<file path="src/rtl/ring_pkg.sv">
// Shared types and helpers for the ring phase monitor.
package ring_pkg;

    localparam int unsigned STATE_W = 2;

    typedef enum logic [STATE_W-1:0] {
        ACQUIRE = 2'd0,
        TRACK   = 2'd1,
        LOCKED  = 2'd2,
        FAULT   = 2'd3
    } state_t;

    // Index width for a WIDTH-bit one-hot vector; never narrower than one bit.
    function automatic int unsigned idx_width(input int unsigned width);
        return (width <= 1) ? 1 : $clog2(width);
    endfunction

endpackage

</file>
<file path="src/rtl/ring_onehot_enc.sv">
// Combinational one-hot encoder: binary index of the set bit plus an exactly-one-hot flag.
module ring_onehot_enc
    import ring_pkg::*;
#(
    parameter int unsigned WIDTH = 4,
    localparam int unsigned IDX_W = idx_width(WIDTH)
) (
    input  logic [WIDTH-1:0] vec,
    output logic [IDX_W-1:0] idx_c,
    output logic             valid_c
);

    localparam int unsigned CNT_W = $clog2(WIDTH + 1);

    logic [CNT_W-1:0] ones;
    logic [IDX_W-1:0] pos;

    always_comb begin
        ones = '0;
        pos  = '0;
        for (int i = 0; i < WIDTH; i++) begin
            ones = ones + CNT_W'(vec[i]);
            if (vec[i]) pos = IDX_W'(i);
        end
        valid_c = (ones == CNT_W'(1));
        idx_c   = valid_c ? pos : '0;
    end

endmodule

</file>
<file path="src/rtl/ring_phase_monitor.sv">
// Monitors a one-hot rotate-right ring: encodes phase, checks stepping, locks and counts revolutions.
// Optional RING_MON_HOLD_EN: a repeated one-hot sample is accepted as a legal stall.
module ring_phase_monitor
    import ring_pkg::*;
#(
    parameter int unsigned WIDTH      = 4,
    parameter int unsigned LOCK_STEPS = 8,
    parameter int unsigned REV_W      = 8,
    localparam int unsigned IDX_W     = idx_width(WIDTH)
) (
    input  logic             clk,
    input  logic             reset,
    input  logic [WIDTH-1:0] ring_in,
    input  logic             err_clr,
    output logic [IDX_W-1:0] phase_idx,
    output logic             phase_valid,
    output logic             locked,
    output logic             wrap_pulse,
    output logic [REV_W-1:0] rev_count,
    output logic             err_onehot,
    output logic             err_skip
);

    localparam int unsigned STEP_W = $clog2(LOCK_STEPS + 1);

    state_t             state_q, state_d;
    logic [WIDTH-1:0]   ring_q;
    logic [STEP_W-1:0]  step_q, step_d;
    logic [REV_W-1:0]   rev_d;
    logic               wrap_d, err_oh_d, err_sk_d;
    logic [IDX_W-1:0]   cur_idx_c;
    logic               cur_valid_c;
    logic               rot_ok_c, hold_ok_c, step_ok_c;

    ring_onehot_enc #(.WIDTH(WIDTH)) u_enc (
        .vec     (ring_in),
        .idx_c   (cur_idx_c),
        .valid_c (cur_valid_c)
    );

    // phase_valid is the registered one-hot flag of the previous sample.
    assign rot_ok_c = cur_valid_c && phase_valid &&
                      (ring_in == {ring_q[0], ring_q[WIDTH-1:1]});
`ifdef RING_MON_HOLD_EN
    assign hold_ok_c = cur_valid_c && phase_valid && (ring_in == ring_q);
`else
    assign hold_ok_c = 1'b0;
`endif
    assign step_ok_c = rot_ok_c || hold_ok_c;

    always_comb begin
        state_d  = state_q;
        step_d   = step_q;
        rev_d    = rev_count;
        wrap_d   = 1'b0;
        // err_clr clears first so an error detected on the same edge still sets its flag.
        err_oh_d = err_clr ? 1'b0 : err_onehot;
        err_sk_d = err_clr ? 1'b0 : err_skip;
        unique case (state_q)
            ACQUIRE: begin
                if (cur_valid_c) begin
                    state_d = TRACK;
                    step_d  = '0;
                end
            end
            TRACK: begin
                if (rot_ok_c) begin
                    step_d = step_q + STEP_W'(1);
                    if (step_d >= STEP_W'(LOCK_STEPS)) state_d = LOCKED;
                end else if (!step_ok_c) begin
                    err_oh_d = err_oh_d | ~cur_valid_c;
                    err_sk_d = err_sk_d |  cur_valid_c;
                    state_d  = ACQUIRE;
                end
            end
            LOCKED: begin
                if (rot_ok_c) begin
                    if (ring_q[0]) begin
                        wrap_d = 1'b1;
                        rev_d  = rev_count + REV_W'(1);
                    end
                end else if (!step_ok_c) begin
                    err_oh_d = err_oh_d | ~cur_valid_c;
                    err_sk_d = err_sk_d |  cur_valid_c;
                    state_d  = FAULT;
                end
            end
            FAULT: begin
                // Already faulted: no new error detection, only recovery via err_clr.
                if (err_clr) begin
                    state_d = ACQUIRE;
                    step_d  = '0;
                    rev_d   = '0;
                end
            end
            default: state_d = ACQUIRE;
        endcase
    end

    always_ff @(posedge clk) begin
        if (reset) begin
            state_q     <= ACQUIRE;
            ring_q      <= '0;
            step_q      <= '0;
            phase_idx   <= '0;
            phase_valid <= 1'b0;
            locked      <= 1'b0;
            wrap_pulse  <= 1'b0;
            rev_count   <= '0;
            err_onehot  <= 1'b0;
            err_skip    <= 1'b0;
        end else begin
            state_q     <= state_d;
            ring_q      <= ring_in;
            step_q      <= step_d;
            phase_idx   <= cur_idx_c;
            phase_valid <= cur_valid_c;
            locked      <= (state_d == LOCKED);
            wrap_pulse  <= wrap_d;
            rev_count   <= rev_d;
            err_onehot  <= err_oh_d;
            err_skip    <= err_sk_d;
        end
    end

endmodule

</file>
<file path="config.mk">
export PLATFORM = sky130hd
export DESIGN_NAME = ring_phase_monitor
export DESIGN_NICKNAME = d
export VERILOG_FILES = /design/src/rtl/ring_pkg.sv /design/src/rtl/ring_onehot_enc.sv /design/src/rtl/ring_phase_monitor.sv
export SDC_FILE = /design/constraint.sdc
export NUM_CORES = 1
export LEC_CHECK = 0
export ABC_AREA = 1
export BUFFER_PORTS_ARGS = -buffer_cell sky130_fd_sc_hd__buf_2
export CORE_MARGIN = 3
export CORE_UTILIZATION = 50
export CTS_CLUSTER_SIZE = 14
export DETAILED_ROUTE_END_ITERATION = 10
export GPL_ROUTABILITY_DRIVEN = 0
export PLACE_DENSITY = 0.85
export SYNTH_ARGS = -nofsm -noshare
export SYNTH_HDL_FRONTEND = slang
export SYNTH_SLANG_ARGS = --single-unit
</file>
<file path="constraint.sdc">
create_clock -name clk -period 2.1 [get_ports clk]
set_input_delay 0.105 -clock clk [delete_from_list [all_inputs] [get_ports clk]]
set_output_delay 0.105 -clock clk [all_outputs]
set_load 0.02 [all_outputs]
</file>
### After elaboration in Yosys (flattened, before gate mapping)

Cells that the tools add are included.
W data, S select, Z words.

| storage, ports and cells | value |
|---|---|
| register bits | 25 |
| bits of input ports | 7 |
| output and inout port bits | 15 |
| logic and storage cells | 66 |

| cells by class | value |
|---|---|
| add/sub/neg operators | 5 |
| order comparisons | 1 |
| equality and inequality tests | 11 |
| multiplexer cells | 24 |
| bitwise logic cells | 5 |
| reduce and logical (&&, ||, !) cells | 10 |

Operators by type and width:

| cell | number |
|---|---|
| $mux W8 | 3 |
| $pmux W8 S2 | 1 |
| $mux W2 | 7 |
| $mux W4 | 3 |
| $pmux W4 S3 | 1 |
| $ne A2 B2 Y1 const B | 5 |
| $add A8 B1 Y8 const B | 1 |
| $mux W1 | 8 |
| $pmux W2 S4 | 1 |
| $reduce_and A4 Y1 | 2 |
| $add A3 B1 Y3 | 2 |
| $eq A2 B2 Y1 const B | 3 |
| $add A4 B1 Y4 const B | 1 |
| $eq A4 B4 Y1 | 1 |
| $ge A4 B4 Y1 const B | 1 |
| $reduce_or A2 Y1 | 2 |
| $eq A3 B1 Y1 const B | 1 |
| $not A1 Y1 | 3 |
| $reduce_bool A3 Y1 | 1 |
| $reduce_or A3 Y1 | 1 |
| $add A1 B1 Y2 | 1 |
| $eq A2 B1 Y1 const B | 1 |
| $logic_and A1 B1 Y1 | 2 |
| $logic_not A2 Y1 | 1 |
| 2 further kinds | 3 |

### Logic depth before layout (Yosys ltp)

Gate-level depths: netlist of run 1.

| depth | value |
|---|---|
| depth in word-level cells | 9 |
| gate-level depth with buffers | 15 |
| gate-level depth less buffers | 15 |

### Cells and area by module

From an unflattened synthesis of run 1, not the netlist that was laid out.

| second synthesis, totals | value |
|---|---|
| cell total of the unflattened synthesis | 186 |
| area, all modules | 1415.1 um2 |

By module, submodules not included:

| module | times used | cells each | area each (um2) | seq. area each (um2) |
|---|---|---|---|---|
| ring_phase_monitor | 1 | 175 | 1313.8 | 500.5 |
| ring_onehot_enc | 1 | 11 | 101.3 | 0.0 |

### Worst setup path after synthesis of run 1

Ideal clock, no wire load.

| timing path | value |
|---|---|
| path type | in2reg |
| from | input port ring_in[0] |
| to | register rev_count[5] |
| setup time | 0.132 ns |
| arrival time | 1.839 ns |
| data required time | 1.968 ns |
| setup slack | 0.128 ns |
| cell stages on the path | 13 |
| buffers on the path | 0 |
| path through | ha_1 inv_1 fa_1 inv_1 ha_1 nor2_2 nand2_2 nor2_2 nand3_4 nand2_4 nand2_2 nand2_1 a21oi_1 |

| between the ends | value |
|---|---|
| word-level cells in the longest chain between the ends | 8 |
| elaborated cells on any way between the ends | 9 |
| classes of those cells | 3 x add/sub; 3 x eq/ne; 3 x reduce/logical |

RTL lines:

| what | line | source |
|---|---|---|
| start: declaration | ring_phase_monitor.sv:13 | `input logic [WIDTH-1:0] ring_in,` |
| $add A1 B1 Y2 | ring_onehot_enc.sv:22 | `ones = ones + CNT_W'(vec[i]);` |
| $add A3 B1 Y3 (2 in a row) | ring_onehot_enc.sv:22 |  |
| $eq A3 B1 Y1 | ring_onehot_enc.sv:25 | `valid_c = (ones == CNT_W'(1));` |
| $logic_and A1 B1 Y1 | ring_phase_monitor.sv:42 | `assign rot_ok_c = cur_valid_c && phase_valid &&` |
| $logic_and A1 B1 Y1 (*) | ring_phase_monitor.sv:42 |  |
| $ne A2 B2 Y1 (no source line) (*) | n/a |  |
| $reduce_and A4 Y1 (no source line) (*) | n/a |  |
| end signal: assignment | ring_phase_monitor.sv:120 | `rev_count <= rev_d;` |
| end: declaration | ring_phase_monitor.sv:19 | `output logic [REV_W-1:0] rev_count,` |

Mark *: on every way between the ends. The rest lies on a longest branch, timed or not.
A chain may end at the register's enable or synchronous reset.

### Worst setup path after layout of run 1

Ends and elaborated chain as after synthesis.

==> results.yml, run 1 <==
yosys:
  synth_fa_ha_area_share_pct: 9.77
  synth_area_per_cell_sq_um: 7.04
  async_flop_share_pct: 0
  yosysWarnings: 0
  synth-edff-count: 0
  synth.most_common_cell: "nand2_1"
  synth_common_cells: "56 x nand2_1, 27 x inv_1, 25 x dfxtp_1"
  ys_seq_area_share_pct: 33.7
  ys_ff_latch: 25
  synth_area_leaders: "dfxtp_1 34%, nand2_1 14%, ha_1 8.4%"
  synth_cell_types: 26
  synth_flop_cell: "dfxtp_1"
  synth_cells: 211
  synth_compound_area_share_pct: 10.2
  syn-num-nets: 229
  muxShareOfSynthArea_pct: 0
  synth_top_area_cell: "dfxtp_1"
  synth_area_sq_um: 1490
  synth_top_family_by_area: "simple AND/OR/NAND/NOR gates"
  synth_xor_area_share_pct: 2.36
  yosys.area_share.simple_pct: 35.1
  yosysTopAreaCellShare_pct: 33.7
cts:
  cts-root-buf: "clkbuf_4"
  cts_resized: 0
  clockBufferDepth: 2
  clkTransAtPathRegs_ns: 0.14
  insertion_delay_ns: 0.32
  cts_tree: "yes"
  h-tree-depth: 1
  cts_hold_buf: 0
  clkSinkCount: 25
  post_cts_buffers: 0
  numCtsBuffers: 3
timing:
  worstMarginPinSlew_ns: 0.379
  finalMaxSlewViolations: 0
  grt_setup_unrepaired: "no"
  fmax_mhz: 541
  final-setup-viol-count: 0
  final.setup.worst_slack_ns: 0.252
  hold_ws_ns: 0.0576
  timing.setup.tns_ns: 0
  finalHoldViolCount: 0
  relSlewSlack_pct: 74.7
  skew_ns: 0.0117
  layout_worst_path_cycle_share_pct: 88.0
  layout_min_cycle_time_ns: 1.85
power:
  p_clk_share_pct: 16.4
  switching_share_pct: 39.3
  comb_power_share_pct: 39.7
  ir_drop_mv: 0.493
  switchingPower_uw: 503
  p_per_area_nw_per_um2: 767
  seqPwrFrac_pct: 43.9
  p_int_uw: 777
  power_leakage_nw: 0.796
global_routing:
  antenna_found_initial: 0
  grt_max_degree: 23
  grt_pass1_vias: 1258
  grt_overflow: 0
  gr-usage-all-layers_pct: 18.0
  grt_pass1_wl_mm: 5.05
routing:
  via_per_inst: 5.11
  ant_nets: 0
  drt_iter0_drc: 55
  wire_per_inst_microns: 10.8
  dr.pass1.iters: 4
  wl_mm: 2.90
  post-route-drc-count: 0
  num_vias: 1370
setup_path:
  r2r_cells: 7
  r2r_end: "rev_count[5]$_SDFFE_PP0P_"
  crit_required_ns: 2.29
  rrSetupSlack_ns: 0.37
  crit_start: "ring_in[0]"
  cp_data_arrival_time_ns: 2.04
  start_kind: "input pin"
  path_cells: "buf_2 -> ha_1 -> inv_1 -> fa_1 -> inv_1 -> ha_1 -> nor2_2 -> nand2_2 -> nor2_2 -> nand3_4 -> nand2_4 -> nand2_2 -> nand2_1 -> a21oi_1"
  r2r-start: "state_q[1]$_SDFF_PP0_"
  critPathMaxFanout: 9
  worstSetupPathType: "input pin to register"
  endpoint_kind: "register"
  critPathMaxStageDelay_ns: 0.35
  slowest_stage: "fa_1"
placement:
  io_buffers: 21
  placed_cells: 264
  dp_hpwl_mm: 2.29
  place_ws_ns: -0.0740
floorplanning:
  die_area_sq_um: 3660
  core_sq_um: 2810
  ios: 22
  initial_core_util_pct: 52.9
  rows: 19
  die_w_microns: 60.5
  dieHeight_microns: 60.5
layout:
  drive_above_1_share_pct: 19.4
  stdcell_count: 268
  final_nets: 256
  syn2layout_area_growth_pct: 12.3
  fillers: 274
  final_core_util_pct: 59.5
  diodes: 0
hold_path:
  holdPathEnd: "phase_idx[0]$_SDFF_PP0_"
  hold_path_class: "input pin to register"
  min-delay-start: "ring_in[3]"
  hold_depth: 3
job:
  cap_violations: 0
status:
  status: "completed"
## through the flow
stage / cell area (sq um) / power (mW)
finish: 1670 / 1.28
global route: 1670 / 1.38
CTS: 1670 / 1.29
detailed placement: 1640 / 1.08
global placement: 1640 / 1.07
floorplan: 1490 / 0.964
## power groups by stage
| stage | sequential [mW] | combinational (mW) | clock, mW |
|---|---|---|---|
| 2_1_floorplan | 0.597 | 0.367 | 0 |
| 3_3_place_gp | 0.571 | 0.502 | 0 |
| 3_5_place_dp | 0.572 | 0.505 | 0 |
| 4_1_cts | 0.562 | 0.510 | 0.221 |
| 5_1_grt | 0.571 | 0.568 | 0.246 |
| 6_report | 0.562 | 0.507 | 0.210 |
## area by class of cell
type                    instances  area [sq um]  share of cell area [%]
clock buffers                   3          22.5                    1.35
clock inverters                 1          5.00                   0.300
inverters                      30           113                    6.75
multi-input cells             153           853                    51.2
flip-flops and latches         25           500                    30.0
well taps                      31          38.8                    2.33
repair buffers                 25           135                    8.10
## how the worst max path moves through the flow
stage | end | slack (ns) | cells after the start
after global routing | rev_count[2]$_SDFFE_PP0P_ | 0.15 | 14
after CTS | rev_count[5]$_SDFFE_PP0P_ | 0.24 | 14
after global placement | step_q[3]$_SDFFE_PP0P_ | -0.02 | 14
final | rev_count[5]$_SDFFE_PP0P_ | 0.25 | 14
after detailed placement | rev_count[5]$_SDFFE_PP0P_ | -0.07 | 14
after floorplan | rev_count[5]$_SDFFE_PP0P_ | 0.13 | 13
## logic make-up (layout without fill, tap and decap cells)
kind of cell / after synthesis / after routing
AND/OR/NAND/NOR: 112 / 112
buffers and inverters: 33 / 59
AO/OA/AOI/OAI: 26 / 26
flip-flops: 25 / 25
adder cells (fa/ha/maj): 11 / 11
XOR/XNOR: 4 / 4
## routing by layer
metal / vias up / part of all wire, % / global-route usage (%)
met5: - / 0 / 0
met3: 4 / 3.1 / 1.91
met4: 0 / 1.1 / 6.50
met1: 620 / 48 / 22.4
li1: 721 / - / -
met2: 25 / 48 / 32.3
## sequential cells by signal (all words and copies together), names as in the netlist
name / flops
err_onehot: 1
err_skip: 1
locked: 1
phase_idx: 2
phase_valid: 1
rev_count: 8
ring_q: 4
state_q: 2
step_q: 4
wrap_pulse: 1
## critical path: cells and delay by family
family	cells	cell delay, ns
adder cells (fa/ha/maj)	3	0.86
AND/OR/NAND/NOR	7	0.79
buffers and inverters	3	0.20
AO/OA/AOI/OAI	1	0.06
## cell usage in the layout, fill, tap and decap left out, types with 2 or more instances in the layout
cell	netlist	routed
nand2_1	56	56
inv_1	27	27
dfxtp_1	25	25
nor2_1	22	22
buf_2	0	21
a21oi_1	18	18
nand3_1	13	13
ha_1	10	10
nand4_1	7	7
nand2_2	4	4
buf_4	0	4
inv_2	3	3
nor2_4	3	3
nor2_2	3	3
o21ai_0	3	3
xor2_1	3	3
clkbuf_4	0	3
o21bai_1	2	2
No activity file was read; power rests on OpenSTA's default activity.
==> run 2, diff against run 1 <==
--- a/config.mk
+++ b/config.mk
@@ -7,8 +7,10 @@
 export LEC_CHECK = 0
 export ABC_AREA = 1
 export BUFFER_PORTS_ARGS = -buffer_cell sky130_fd_sc_hd__buf_2
+export CELL_PAD_IN_SITES_DETAIL_PLACEMENT = 2
+export CELL_PAD_IN_SITES_GLOBAL_PLACEMENT = 2
 export CORE_MARGIN = 3
-export CORE_UTILIZATION = 50
+export CORE_UTILIZATION = 28
 export CTS_CLUSTER_SIZE = 14
 export DETAILED_ROUTE_END_ITERATION = 10
 export GPL_ROUTABILITY_DRIVEN = 0
==> run 2 against run 1 <==
Net effect: final cell count is 16% higher; global-route usage is 2.9 points lower; via count is 5.6% higher; fmax is 6.8% lower; clock skew down 0.0071 ns; highest routed layer unchanged.
==> results.yml, run 2 (same netlist as run 1, synthesis figures left out) <==
global_routing:
  grt_pass1_vias: 1573
  grt_pass1_wl_mm: 7.61
  gr-usage-all-layers_pct: 15.1
  grt_overflow: 0
  grt_max_degree: 23
  antenna_found_initial: 0
power:
  power.total_mw: 1.46
  p_per_area_nw_per_um2: 813
  ir_drop_mv: 0.364
  power_leakage_nw: 0.831
setup_path:
  slowest_stage: "fa_1"
  critPathBufInv: 3
  crit_family: "adder cells"
  cp_data_arrival_time_ns: 2.13
  crit_required_ns: 2.25
  crit_start: "ring_in[0]"
  path_cells: "buf_2 -> ha_1 -> inv_1 -> fa_1 -> inv_1 -> ha_1 -> nor2_2 -> nand2_2 -> nor2_4 -> nand3_4 -> nand2_4 -> nand2_2 -> nand2_1 -> a21oi_1"
  endpoint_kind: "register"
  worstSetupPathType: "input pin to register"
  r2r-start: "state_q[0]$_SDFF_PP0_"
  start_kind: "input pin"
  critPathMaxStageDelay_ns: 0.35
  critPathMaxFanout: 8
floorplanning:
  die_area_sq_um: 6210
  rows: 25
  core_sq_um: 4910
  dieHeight_microns: 78.8
  initial_core_util_pct: 30.2
  ios: 22
  die_w_microns: 78.8
cts:
  numCtsBuffers: 3
  insertion_delay_ns: 0.27
  cts_hold_buf: 0
  cts_tree: "yes"
  h-tree-depth: 1
  cts-root-buf: "clkbuf_8"
  clockBufferDepth: 2
  clkSinkCount: 25
  clkTransAtPathRegs_ns: 0.10
routing:
  dr.pass1.iters: 4
  post-route-drc-count: 0
  ant_nets: 0
  wl_mm: 4.49
  wire_per_inst_microns: 14.4
  via_per_inst: 4.65
  num_vias: 1447
  drt_iter0_drc: 61
layout:
  largest_register_ffs: 8
  syn2layout_area_growth_pct: 21.0
  final_common_cell: "nand2_1"
  final_cell_mix: "55 x nand2_1, 27 x inv_1, 25 x dfxtp_1, 22 x nor2_1, 21 x buf_2"
  final_nets: 263
  largest-register: "rev_count"
  diodes: 0
  stdcell_area_sq_um: 1800
  largest_registers: "rev_count (8), ring_q (4), step_q (4)"
  drive_above_1_share_pct: 22.5
job:
  cap_violations: 0
placement:
  dpl-instance-area_sq_um: 1720
  dp_hpwl_mm: 3.36
  io_buffers: 21
timing:
  finalMaxSlewViolations: 0
  worstMarginPinSlew_ns: 0.428
  relSlewSlack_pct: 71.5
  finalHoldViolCount: 0
  final-setup-viol-count: 0
  fmax_mhz: 504
  skew_ns: 0.00461
  layout_min_cycle_time_ns: 1.98
  layout_worst_path_cycle_share_pct: 94.4
hold_path:
  min-delay-start: "err_clr"
  hold_path_class: "input pin to register"
status:
  status: "completed"
run 2: cell types whose count changed in the layout (fill, tap and decap cells not counted), sizes merged:
| cell | delta |
|---|---|
| buf | +7 |
| clkinv | -1 |
| clkinvlp | +1 |
run 2: final timing paths:
check / to / slack, ns / cells past startpoint
max: rev_count[5]$_SDFFE_PP0P_ / 0.12 / 14
min: err_onehot$_SDFF_PP0_ / 0.12 / 4
max reg2reg: rev_count[5]$_SDFFE_PP0P_ / 0.25 / 8
min reg2reg: err_onehot$_SDFF_PP0_ / 0.47 / 2
run 2: final cells by class:
| type | count | area (sq um) |
|---|---|---|
| clock buffer | 3 | 41.3 |
| clock inverter | 1 | 7.51 |
| tap | 67 | 83.8 |
| timing repair buffer | 32 | 188 |
| fill | 596 | 3110 |
| inverter | 30 | 113 |
| multi-input combinational | 153 | 863 |
| sequential | 25 | 500 |
run 2: power by group:
| part | internal (mW) | leakage (nW) | total [mW] | switching (mW) |
|---|---|---|---|---|
| Sequential | 0.521 | 0.203 | 0.567 | 0.0458 |
| Clock | 0.134 | 0.0217 | 0.299 | 0.164 |
| Combinational | 0.224 | 0.605 | 0.596 | 0.372 |
| Total | 0.879 | 0.831 | 1.46 | 0.582 |
run 2: metrics by stage:
stage	setup slack [ns]	utilization (%)	hold slack, ns	setup TNS [ns]	cells
CTS	0.0908	36.1	0.113	0	309
global placement	-0.0814	35.1	0.397	-0.946	305
detailed placement	-0.198	35.1	0.399	-2.55	305
floorplan	0.128	-	0.189	0	211
finish	0.117	36.6	0.117	0	311
global route	-0.0404	36.6	0.137	-0.281	311
run 2: repair_timing:
action                     CTS  global route
gates resized for setup      0             3
buffers inserted             0             2
setup endpoints to repair    0            12
run 2: per-layer routing:
metal | global-route usage (%) | share of wire [%] | vias to the layer above
li1 | - | - | 730
met1 | 19.6 | 45 | 693
met2 | 26.8 | 51 | 22
met3 | 1.81 | 3.2 | 2
met4 | 3.09 | 0.45 | 0
met5 | 0 | 0 | -
run 2: worst register-to-register path, cell delays in order, from the launching register on:
cell     delay, ns
dfxtp_1       0.37
inv_1         0.15
ha_1          0.34
nand2_1       0.14
o21a_1        0.16
nor2_4        0.23
nand2_2       0.17
nand2_1       0.10
a21oi_1       0.06
==> run 3, diff against run 2 <==
--- a/config.mk
+++ b/config.mk
@@ -11,6 +11,7 @@
 export CELL_PAD_IN_SITES_GLOBAL_PLACEMENT = 2
 export CORE_MARGIN = 3
 export CORE_UTILIZATION = 28
+export CTS_BUF_LIST = sky130_fd_sc_hd__clkbuf_16
 export CTS_CLUSTER_SIZE = 14
 export DETAILED_ROUTE_END_ITERATION = 10
 export GPL_ROUTABILITY_DRIVEN = 0
==> run 3 against run 2 <==
Net effect: via count rose by 1.3%; sequential power barely moved; wire length fell by 1.1%; critical path type unchanged; critical path depth did not move; worst hold slack improved by 0.012 ns; first-iteration DRC count rose by 36%; worst setup slack improved by 0.034 ns; register-to-register slack barely moved; largest cell class unchanged.
==> results.yml, run 3 (same netlist as run 1, synthesis figures left out) <==
layout:
  drive_above_1_share_pct: 22.9
  final_cell_mix: "55 x nand2_1, 27 x inv_1, 25 x dfxtp_1, 22 x nor2_1, 21 x buf_2"
  largest_registers: "rev_count (8), ring_q (4), step_q (4)"
  diodes: 0
  final_common_cell: "nand2_1"
  syn2layout_area_growth_pct: 24.2
  largest-register: "rev_count"
  largest_register_ffs: 8
  fillers: 589
  final_nets: 264
cts:
  h-tree-depth: 1
  insertion_delay_ns: 0.27
  cts_hold_buf: 0
  cts-root-buf: "clkbuf_16"
  clkTransAtPathRegs_ns: 0.07
  cts_tree: "yes"
  numCtsBuffers: 3
  clockBufferDepth: 2
  clkSinkCount: 25
setup_path:
  r2r-start: "state_q[0]$_SDFF_PP0_"
  crit_start: "ring_in[0]"
  worstSetupPathType: "input pin to register"
  cp_data_arrival_time_ns: 2.09
  crit_required_ns: 2.24
  start_kind: "input pin"
  rrSetupSlack_ns: 0.26
  critPathMaxFanout: 6
  endpoint_kind: "register"
hold_path:
  hold_path_class: "input pin to register"
  min-delay-start: "err_clr"
power:
  p_int_mw: 1.01
  ir_drop_mv: 0.360
  comb_power_share_pct: 37.3
  switching_share_pct: 37.8
  power_leakage_nw: 0.856
  power.total_mw: 1.62
  switchingPower_uw: 610
  p_clk_share_pct: 27.6
  p_per_area_nw_per_um2: 876
  seqPwrFrac_pct: 35.1
floorplanning:
  initial_core_util_pct: 30.2
  dieHeight_microns: 78.8
  core_sq_um: 4910
  die_w_microns: 78.8
  rows: 25
  die_area_sq_um: 6210
  ios: 22
global_routing:
  grt_pass1_wl_mm: 7.53
  grt_pass1_vias: 1557
  gr-usage-all-layers_pct: 15.1
  antenna_found_initial: 0
  grt_max_degree: 23
  grt_overflow: 0
timing:
  relSlewSlack_pct: 70.0
  fmax_mhz: 513
  hold_ws_ns: 0.129
  final.setup.worst_slack_ns: 0.151
  skew_ns: 0.00832
  layout_worst_path_cycle_share_pct: 92.8
  final-setup-viol-count: 0
  layout_min_cycle_time_ns: 1.95
  finalMaxSlewViolations: 0
  worstMarginPinSlew_ns: 0.451
  finalHoldViolCount: 0
placement:
  io_buffers: 21
  place_ws_ns: -0.198
  dp_hpwl_mm: 3.36
routing:
  via_per_inst: 4.70
  ant_nets: 0
  wl_mm: 4.44
  wire_per_inst_microns: 14.2
  num_vias: 1466
  dr.pass1.iters: 4
  drt_iter0_drc: 83
  post-route-drc-count: 0
job:
  cap_violations: 0
status:
  status: "completed"
[run 3: area by class of cell]
cell class / instances / area, sq um / area share [%]
clock buffers: 3 / 75.1 / 4.07
clock inverters: 1 / 7.51 / 0.407
repair buffers: 33 / 195 / 10.6
inverters: 30 / 113 / 6.11
multi-input cells: 153 / 870 / 47.2
well taps: 67 / 83.8 / 4.55
flip-flops and latches: 25 / 500 / 27.1
[run 3: final timing paths]
path                                to  cells past startpoint
min              err_onehot$_SDFF_PP0_                      4
max                err_skip$_SDFF_PP0_                     14
min reg2reg      err_onehot$_SDFF_PP0_                      2
max reg2reg  rev_count[1]$_SDFFE_PP0P_                      7
[run 3: worst max-delay path: stages]
cell and delay [ns]:
buf_2 0.11, ha_1 0.27, inv_1 0.04, fa_1 0.35, inv_1 0.07, ha_1 0.25
nor2_2 0.12, nand2_2 0.08, nor2_4 0.13, nand3_4 0.14, buf_4 0.17, buf_4 0.12
nand3_1 0.07, a21oi_1 0.07
[run 3: power groups by stage]
stage | logic (mW) | registers, mW | clock network [mW]
final | 0.602 | 0.567 | 0.446
after global routing | 0.674 | 0.578 | 0.477
after CTS | 0.583 | 0.567 | 0.455
after detailed placement | 0.576 | 0.578 | 0
after global placement | 0.545 | 0.575 | 0
after floorplan | 0.367 | 0.597 | 0
[run 3: what timing repair did]
action / in CTS / in global routing
endpoints found under the setup margin: 0 / 13
setup buffers: 0 / 3
resized for setup: 0 / 4
hold endpoints to repair: 0 / 0
[run 3: metal layers]
metal,track usage [%],share of wire (%),vias up
met5,0,0,-
met4,5.15,1.1,0
met3,1.81,2.7,4
met2,26.1,50,22
met1,19.3,46,708
li1,-,-,732
[run 3: stage by stage]
| step | instances | setup TNS (ns) | cell area [sq um] | utilization (%) |
|---|---|---|---|---|
| final | 312 | 0 | 1840 | 37.6 |
| after global routing | 312 | -0.0152 | 1840 | 37.6 |
| after CTS | 309 | 0 | 1810 | 36.8 |
| after detailed placement | 305 | -2.55 | 1720 | 35.1 |
| after global placement | 305 | -0.946 | 1720 | 35.1 |
| after floorplan | 211 | 0 | 1490 | - |
